==> config.mk <==
export PLATFORM = sky130hd
export DESIGN_NAME = scariv_fpu_divsqrt_sched
export DESIGN_NICKNAME = d
export VERILOG_FILES = /design/src/rtl/scariv_fpu_divsqrt_sched.sv
export SDC_FILE = /design/constraint.sdc
export NUM_CORES = 1
export LEC_CHECK = 0
export BUFFER_PORTS_ARGS = -buffer_cell sky130_fd_sc_hd__buf_2
export CAP_MARGIN = 20
export CORE_AREA = 2 2 305 307
export CTS_BUF_LIST = sky130_fd_sc_hd__clkbuf_16
export CTS_CLUSTER_DIAMETER = 60
export DETAILED_ROUTE_END_ITERATION = 10
export DIE_AREA = 0 0 307 309
export PLACE_DENSITY = 0.35
export SETUP_SLACK_MARGIN = 0.02
export SYNTH_ARGS = -nofsm -noshare
export SYNTH_HDL_FRONTEND = slang
export SYNTH_SLANG_ARGS = --single-unit
==> constraint.sdc <==
create_clock -name i_clk -period 5.5 [get_ports i_clk]
set_input_delay 1.1 -clock i_clk [delete_from_list [all_inputs] [get_ports i_clk]]
set_output_delay 1.1 -clock i_clk [all_outputs]
set_load 0.005 [all_outputs]
==> src/rtl/scariv_fpu_divsqrt_sched.sv <==
// Shares one iterative FP div/sqrt unit between REQ_NUM FPU pipes.
// Round-robin grant, single outstanding op, kill/flush drops the response.
module scariv_fpu_divsqrt_sched #(
   parameter int unsigned REQ_NUM = 2,
   parameter int unsigned OP_W    = 200,
   parameter int unsigned RES_W   = 69,
   parameter int unsigned TAG_W   = 8
) (
   input  logic                       i_clk,
   input  logic                       i_reset,
   input  logic [REQ_NUM-1:0]         i_req_valid,
   input  logic [REQ_NUM*OP_W-1:0]    i_req_op,
   input  logic [REQ_NUM*TAG_W-1:0]   i_req_tag,
   output logic [REQ_NUM-1:0]         o_req_grant,
   output logic [REQ_NUM-1:0]         o_req_block,
   output logic                       o_busy,
   output logic                       o_ds_valid,
   output logic [OP_W-1:0]            o_ds_op,
   input  logic                       i_ds_ready,
   input  logic                       i_ds_done,
   input  logic [RES_W-1:0]           i_ds_result,
   output logic [REQ_NUM-1:0]         o_rsp_valid,
   output logic [RES_W-1:0]           o_rsp_result,
   output logic [TAG_W-1:0]           o_rsp_tag,
   input  logic [REQ_NUM-1:0]         i_kill,
   input  logic                       i_flush
);

   localparam int unsigned PTR_W = (REQ_NUM > 1) ? $clog2(REQ_NUM) : 1;

   typedef enum logic [1:0] {
      ST_IDLE  = 2'd0,
      ST_ISSUE = 2'd1,
      ST_WAIT  = 2'd2
   } state_t;

   state_t             r_state;
   logic [PTR_W-1:0]   r_rr_ptr;
   logic [PTR_W-1:0]   r_owner;
   logic               r_killed;
   logic [OP_W-1:0]    r_ds_op;
   logic [TAG_W-1:0]   r_tag;
   logic [RES_W-1:0]   r_rsp_result;
   logic [REQ_NUM-1:0] r_rsp_valid;

   logic [OP_W-1:0]    w_op_arr  [REQ_NUM];
   logic [TAG_W-1:0]   w_tag_arr [REQ_NUM];
   logic [REQ_NUM-1:0] w_grant;
   logic [PTR_W-1:0]   w_grant_idx;
   logic               w_grant_any;
   logic               w_kill_now;

   for (genvar g = 0; g < REQ_NUM; g++) begin : g_slice
      assign w_op_arr[g]  = i_req_op[g*OP_W +: OP_W];
      assign w_tag_arr[g] = i_req_tag[g*TAG_W +: TAG_W];
   end

   // First valid requester at or after rr_ptr, wrapping; flush suppresses the grant.
   always_comb begin : p_grant
      int unsigned cand;
      cand        = 0;
      w_grant     = '0;
      w_grant_idx = '0;
      w_grant_any = 1'b0;
      if (r_state == ST_IDLE && !i_flush) begin
         for (int unsigned k = 0; k < REQ_NUM; k++) begin
            cand = (32'(r_rr_ptr) + k) % REQ_NUM;
            if (!w_grant_any && i_req_valid[PTR_W'(cand)]) begin
               w_grant[PTR_W'(cand)] = 1'b1;
               w_grant_idx           = PTR_W'(cand);
               w_grant_any           = 1'b1;
            end
         end
      end
   end

   assign w_kill_now = i_flush | i_kill[r_owner];

   always_ff @(posedge i_clk) begin
      if (i_reset) begin
         r_state      <= ST_IDLE;
         r_rr_ptr     <= '0;
         r_owner      <= '0;
         r_killed     <= 1'b0;
         r_ds_op      <= '0;
         r_tag        <= '0;
         r_rsp_result <= '0;
         r_rsp_valid  <= '0;
      end else begin
         r_rsp_valid <= '0;
         case (r_state)
            ST_IDLE: begin
               if (w_grant_any) begin
                  r_ds_op  <= w_op_arr[w_grant_idx];
                  r_tag    <= w_tag_arr[w_grant_idx];
                  r_owner  <= w_grant_idx;
                  r_killed <= 1'b0;
                  r_rr_ptr <= PTR_W'((32'(w_grant_idx) + 32'd1) % REQ_NUM);
                  r_state  <= ST_ISSUE;
               end
            end
            ST_ISSUE: begin
               if (w_kill_now) r_killed <= 1'b1;
               if (i_ds_ready) r_state <= ST_WAIT;
            end
            ST_WAIT: begin
               if (w_kill_now) r_killed <= 1'b1;
               if (i_ds_done) begin
                  r_rsp_result <= i_ds_result;
                  // A kill arriving with done still suppresses the response.
                  if (!r_killed && !w_kill_now) r_rsp_valid <= REQ_NUM'(1) << r_owner;
                  r_state <= ST_IDLE;
               end
            end
            default: r_state <= ST_IDLE;
         endcase
      end
   end

   always_ff @(posedge i_clk) begin
      if (!i_reset) begin
         assert (!(i_ds_done && r_state != ST_WAIT))
            else $error("i_ds_done asserted while no operation is waiting");
      end
   end

   assign o_req_grant  = w_grant;
   assign o_req_block  = i_req_valid & ~w_grant;
   assign o_busy       = (r_state != ST_IDLE);
   assign o_ds_valid   = (r_state == ST_ISSUE);
   assign o_ds_op      = r_ds_op;
   assign o_rsp_valid  = r_rsp_valid;
   assign o_rsp_result = r_rsp_result;
   assign o_rsp_tag    = r_tag;

endmodule
Yosys cells after proc, flatten, opt, wreduce, memory -nomap -nowiden
Cells that the tools add are included.
{"block": "totals", "in_bits": 494, "regBits": 284, "out_inout_bits": 285}
{"block": "classes", "n_addsub": 2, "order_cmp": 6, "reduce_logical": 18, "mux": 34, "bitwise_logic": 8, "n_shift": 1, "n_eq_ne": 6}
{"op": "$mux 200", "n": 3}
{"op": "$mux 8", "n": 3}
{"op": "$mux 1", "n": 17}
{"op": "$mux 2", "n": 7}
{"op": "$lt 1x2->1 const B", "n": 3}
{"op": "$pmux 2 s3", "n": 1}
{"op": "$reduce_and 3->1", "n": 2}
{"op": "$logic_and 1x1->1", "n": 5}
{"op": "$logic_not 1->1", "n": 4}
{"op": "$ne 2x1->1 const B", "n": 2}
{"op": "$ne 2x2->1 const B", "n": 2}
{"op": "$reduce_and 2->1", "n": 2}
{"op": "$reduce_bool 2->1", "n": 2}
{"op": "$reduce_or 4->1", "n": 1}
{"op": "$not 1->1", "n": 3}
{"op": "$add 1x1->1 const B", "n": 2}
{"op": "$and 2x2->2", "n": 1}
{"op": "$demux 1 s1", "n": 2}
{"op": "$eq 2x1->1 const B", "n": 1}
{"op": "$eq 2x2->1 const B", "n": 1}
{"op": "$ge 1x1->1 const B", "n": 2}
{"op": "$ge 2x2->1 const B", "n": 1}
{"op": "$logic_not 2->1", "n": 1}
{"op": "$not 1->2", "n": 1}
{"op": "other kinds (6)", "n": 6}

Logic depth before layout (Yosys ltp)
{"block": "depth", "ltp_word": 12, "depth_mapped": 9, "mapped_depth_nobuf": 6}

Least setup slack after synthesis
OpenSTA, ideal clock, no wires.
{"block": "synth_path", "path_kind": "input -> output", "start": "in i_req_valid[0]", "end": "out o_req_block[1]", "arrival_time_ns": 1.942, "slack_ns": 2.458, "cell_stages": 4, "n_path_buf": 1, "required_ns": 4.400, "path_cell_list": "nor2b_1 > nor4b_2 > clkbuf_1 > nor2b_1"}
{"block": "synth_via", "elab_chain_cells": 10, "word_cells_on_any_way": 15, "classes_between": "mux: 10; bitwise: 3; reduce/logical: 2"}
{"element": "start: declaration", "line": "11", "source": "input logic [REQ_NUM-1:0] i_req_valid,"}
{"element": "$mux 1 (not written as such) (2 in series)", "line": "68", "source": "if (!w_grant_any && i_req_valid[PTR_W'(cand)]) begin"}
{"element": "$mux 1", "line": "68"}
{"element": "$mux 1", "line": "65", "source": "if (r_state == ST_IDLE && !i_flush) begin"}
{"element": "$logic_not 1->1", "line": "68"}
{"element": "$logic_and 1x1->1", "line": "68"}
{"element": "$mux 2 (*)", "line": "68"}
{"element": "$mux 2 (*)", "line": "65"}
{"element": "named net o_req_grant[1]", "line": "14", "source": "output logic [REQ_NUM-1:0] o_req_grant,"}
{"element": "$not 2->2 (*)", "line": "128", "source": "assign o_req_block = i_req_valid & ~w_grant;"}
{"element": "$and 2x2->2 (*)", "line": "128"}
{"element": "end: declaration", "line": "15", "source": "output logic [REQ_NUM-1:0] o_req_block,"}
The timed path passes the listed nets; every way through them passes the cells marked *. The select of a mux whose other input is x is not followed.

Worst setup path in the final report
{"block": "layout_path", "start": "reg r_state[1]", "end": "out o_req_grant[0]"}
{"block": "layout_via", "elab_chain_cells": 3}
{"element": "start: declaration", "line": "37", "source": "state_t r_state;"}
{"element": "start signal: assignment", "line": "81", "source": "r_state <= ST_IDLE;"}
{"element": "start signal: assignment", "line": "99", "source": "r_state <= ST_ISSUE;"}
{"element": "start signal: assignment", "line": "104", "source": "if (i_ds_ready) r_state <= ST_WAIT;"}
{"element": "$logic_not 2->1", "line": "65"}
{"element": "$logic_and 1x1->1", "line": "65"}
{"element": "$mux 2", "line": "65"}
{"element": "end: declaration", "line": "14"}
Every way passes these cells.

==> out/metrics.cfg <==
[run_status]
outcome=finished, final reports clean

[global_routing]
grt_overflow=0
grt_pass1_wl_mm=76.1
grt.total_usage=0.105
antenna_found_initial=8
grt_max_degree=161
grt_pass1_vias=12000

[synthesis]
ys_warn_count=0
synth_area_leader_cell=dfxtp_1
synth.ff_latch_count=284
synthArstFlopShare=0
synth_top_family_by_area=compound AO/OA/AOI/OAI gates
yosysMostFrequentCell=dfxtp_1
synth-main-ff-cell=dfxtp_1
synth_cells=1168
synth_compound_area_frac=0.260
ys_seq_area_frac=0.541
avgSynthCellArea_sq_um=8.99
synth-xor-area-share=0
yosys.area_share.simple=0.135
ys_types=22
synthAdderAreaFrac=0.00596
syn_nets=1667
ys_top_cells_by_area=dfxtp_1 (54%), a222oi_1 (10%), nand2_1 (8.6%)
ys_top_cells_by_count=dfxtp_1 (284), nand2_1 (242), a21oi_1 (177), nor2_1 (108), a222oi_1 (106)
syn_area_sq_mm=0.0105
synth_edf_count=0
synth.area.mux_share=0.00191
synth_top_area_frac=0.541

[setup_path]
cp_max_fo=21
cpPeakStageDelay_ps=610
worstSetupEndpointType=primary output
setup.worst_path.start_class=flop
critPathRequiredTime_ps=4400
cpMaxStageDelayCell=a21oi_4
critPathKind=flop to primary output
path_cells=inv_1 -> ha_1 -> nand3b_1 -> a21oi_4 -> buf_2
critPathArrivalTime_ps=2500

[routing]
ant_nets=0
num_vias=12100
wl_met2_mm=27.4
dr.first_iter.drc_count=1162
drc_errors=0
met1_length_mm=20.2
route.top_layer_used=met5
drtPass1Iterations=7
wl_met3_mm=4.23
wire_per_inst_microns=17.3
wirelength_mm=53.7
via_per_inst=3.90

[final_layout]
final_nets=2383
seq_area_sq_mm=0.00569
multi_input_area_sq_mm=0.00427
instances_no_fill=3100
drive_gt1_frac=0.445
syn2layout_area_growth_pct=60.3
final.fill_count=10400
utilization=0.184

[clock_network]
path_clk_slew_ps=50
cts_tree=done
cts_root_buffer=clkbuf_16
numCtsBuffers=42
ctsHoldBuffers=0
htree_levels=2
cts.sinks=284
cts_setup_buffers=0
clk_latency_ps=560
clockBufferDepth=3
cts_resized=0

[timing]
finalSetupViolCount=0
hold_violations=0
slew_headroom=0.397
fin_skew_ps=27.4
fin_crit_sh=0.654
max_freq_mhz=278
period_needed_ps=3600
rsz0062_at_grt=no
tns_ps=0
slew_violations=0
worstMarginPinSlew_ps=905

[die]
start_util=0.115
fp.dieW_microns=307
io_pins=779
die-height_microns=309
die_area_sq_mm=0.0949
core_area_sq_mm=0.0914
rows=111

[placement]
hpwl_mm=39.1
dp_cells=3026
gp_congestion=0.853
numPortBuffers=778

[worst_hold_path]
hold_path.class=flop to flop

[power_and_ir_drop]
power_leakage_nw=7.54
vdd_ir_drop_max_uv=220
fin_total_pwr_mw=6.60
p_per_area_mw_per_mm2=392

[job]
drv_cap=0

-- power breakdown --
part | switching, mW | internal, mW
combinational | 0.850 | 0.642
sequential | 0.167 | 2.34
clock | 1.03 | 1.57
-- sequential cells by signal, indices dropped and copies added, names as in the netlist --
register / count
o_rsp_valid: 2
r_killed: 1
o_ds_op: 200
r_rr_ptr: 1
r_owner: 1
o_rsp_tag: 8
o_rsp_result: 69
r_state: 2
-- final cells by class --
cell class,instances,area share
clock buffer,42,0.0624
sequential,284,0.338
multi-input combinational,761,0.253
clock inverter,27,0.0149
timing repair buffer,789,0.241
tap,1186,0.0882
antenna,5,0.000743
inverter,6,0.00134
-- worst paths after layout --
| kind | startpoint | slack (ps) | end | depth (start not counted) |
|---|---|---|---|---|
| worst min-delay path | o_rsp_result[29]$_SDFFE_PP0P_ | 450 | o_rsp_result[29]$_SDFFE_PP0P_ | 2 |
| worst min register to register | o_rsp_result[29]$_SDFFE_PP0P_ | 450 | o_rsp_result[29]$_SDFFE_PP0P_ | 2 |
| worst max register to register | r_state[1]$_SDFFE_PP0P_ | 2620 | o_ds_op[157]$_SDFFE_PP0P_ | 7 |
| worst max-delay path | r_state[1]$_SDFFE_PP0P_ | 1900 | o_req_grant[0] | 5 |
-- kinds of logic (layout without fill, tap and decap cells) --
family                     count (synthesis)  after routing
muxes                                      2              2
DFF                                      284            284
adders and majority gates                  5              5
and+or+nand+nor                          366            366
AOI/OAI and AO/OA                        388            388
other                                      0              5
buffers and inverters                    123            864
-- worst max-delay path, delay by kind of cell (launching register included) --
family / cells / cell delay, ps
compound gates: 1 / 610
buf+inv: 2 / 450
fa+ha+maj: 1 / 360
flops: 1 / 330
simple gates: 1 / 180
-- metrics by stage --
| step | instance area (sq um) | setup WS [ps] | hold slack (ps) |
|---|---|---|---|
| floorplan | 10500 | 2460 | 453 |
| global placement | 15500 | 1900 | 439 |
| detailed placement | 15500 | 1900 | 445 |
| CTS | 16800 | 1670 | 453 |
| global route | 16800 | 1610 | 465 |
| finish | 16800 | 1900 | 452 |
-- cell usage in the layout (no fill, tap or decap), drive strengths merged --
| cell | Yosys | layout |
|---|---|---|
| buf | 52 | 788 |
| dfxtp | 284 | 284 |
| nand2 | 242 | 242 |
| a21oi | 177 | 177 |
| nor2 | 108 | 108 |
| a222oi | 106 | 106 |
| a22oi | 103 | 103 |
| clkbuf | 65 | 43 |
| clkinv | 0 | 14 |
| inv | 6 | 12 |
| diode | 0 | 5 |
| ha | 5 | 5 |
| nor2b | 4 | 4 |
| nand2b | 4 | 4 |
| bufinv | 0 | 4 |
| nor3 | 3 | 3 |
| clkinvlp | 0 | 3 |
| mux2i | 2 | 2 |
| or3 | 2 | 2 |
| nand3b | 1 | 1 |
| nor4b | 1 | 1 |
| and2 | 1 | 1 |
| a211o | 1 | 1 |
| o21ai | 1 | 1 |
-- metal layers --
metal  vias to the layer above  global-route usage
li1                       5700                   -
met2                       612               0.189
met5                         -                   0
met3                        89              0.0275
met1                      5686               0.116
met4                         4              0.0456
No activity file was read; power rests on OpenSTA's default activity.
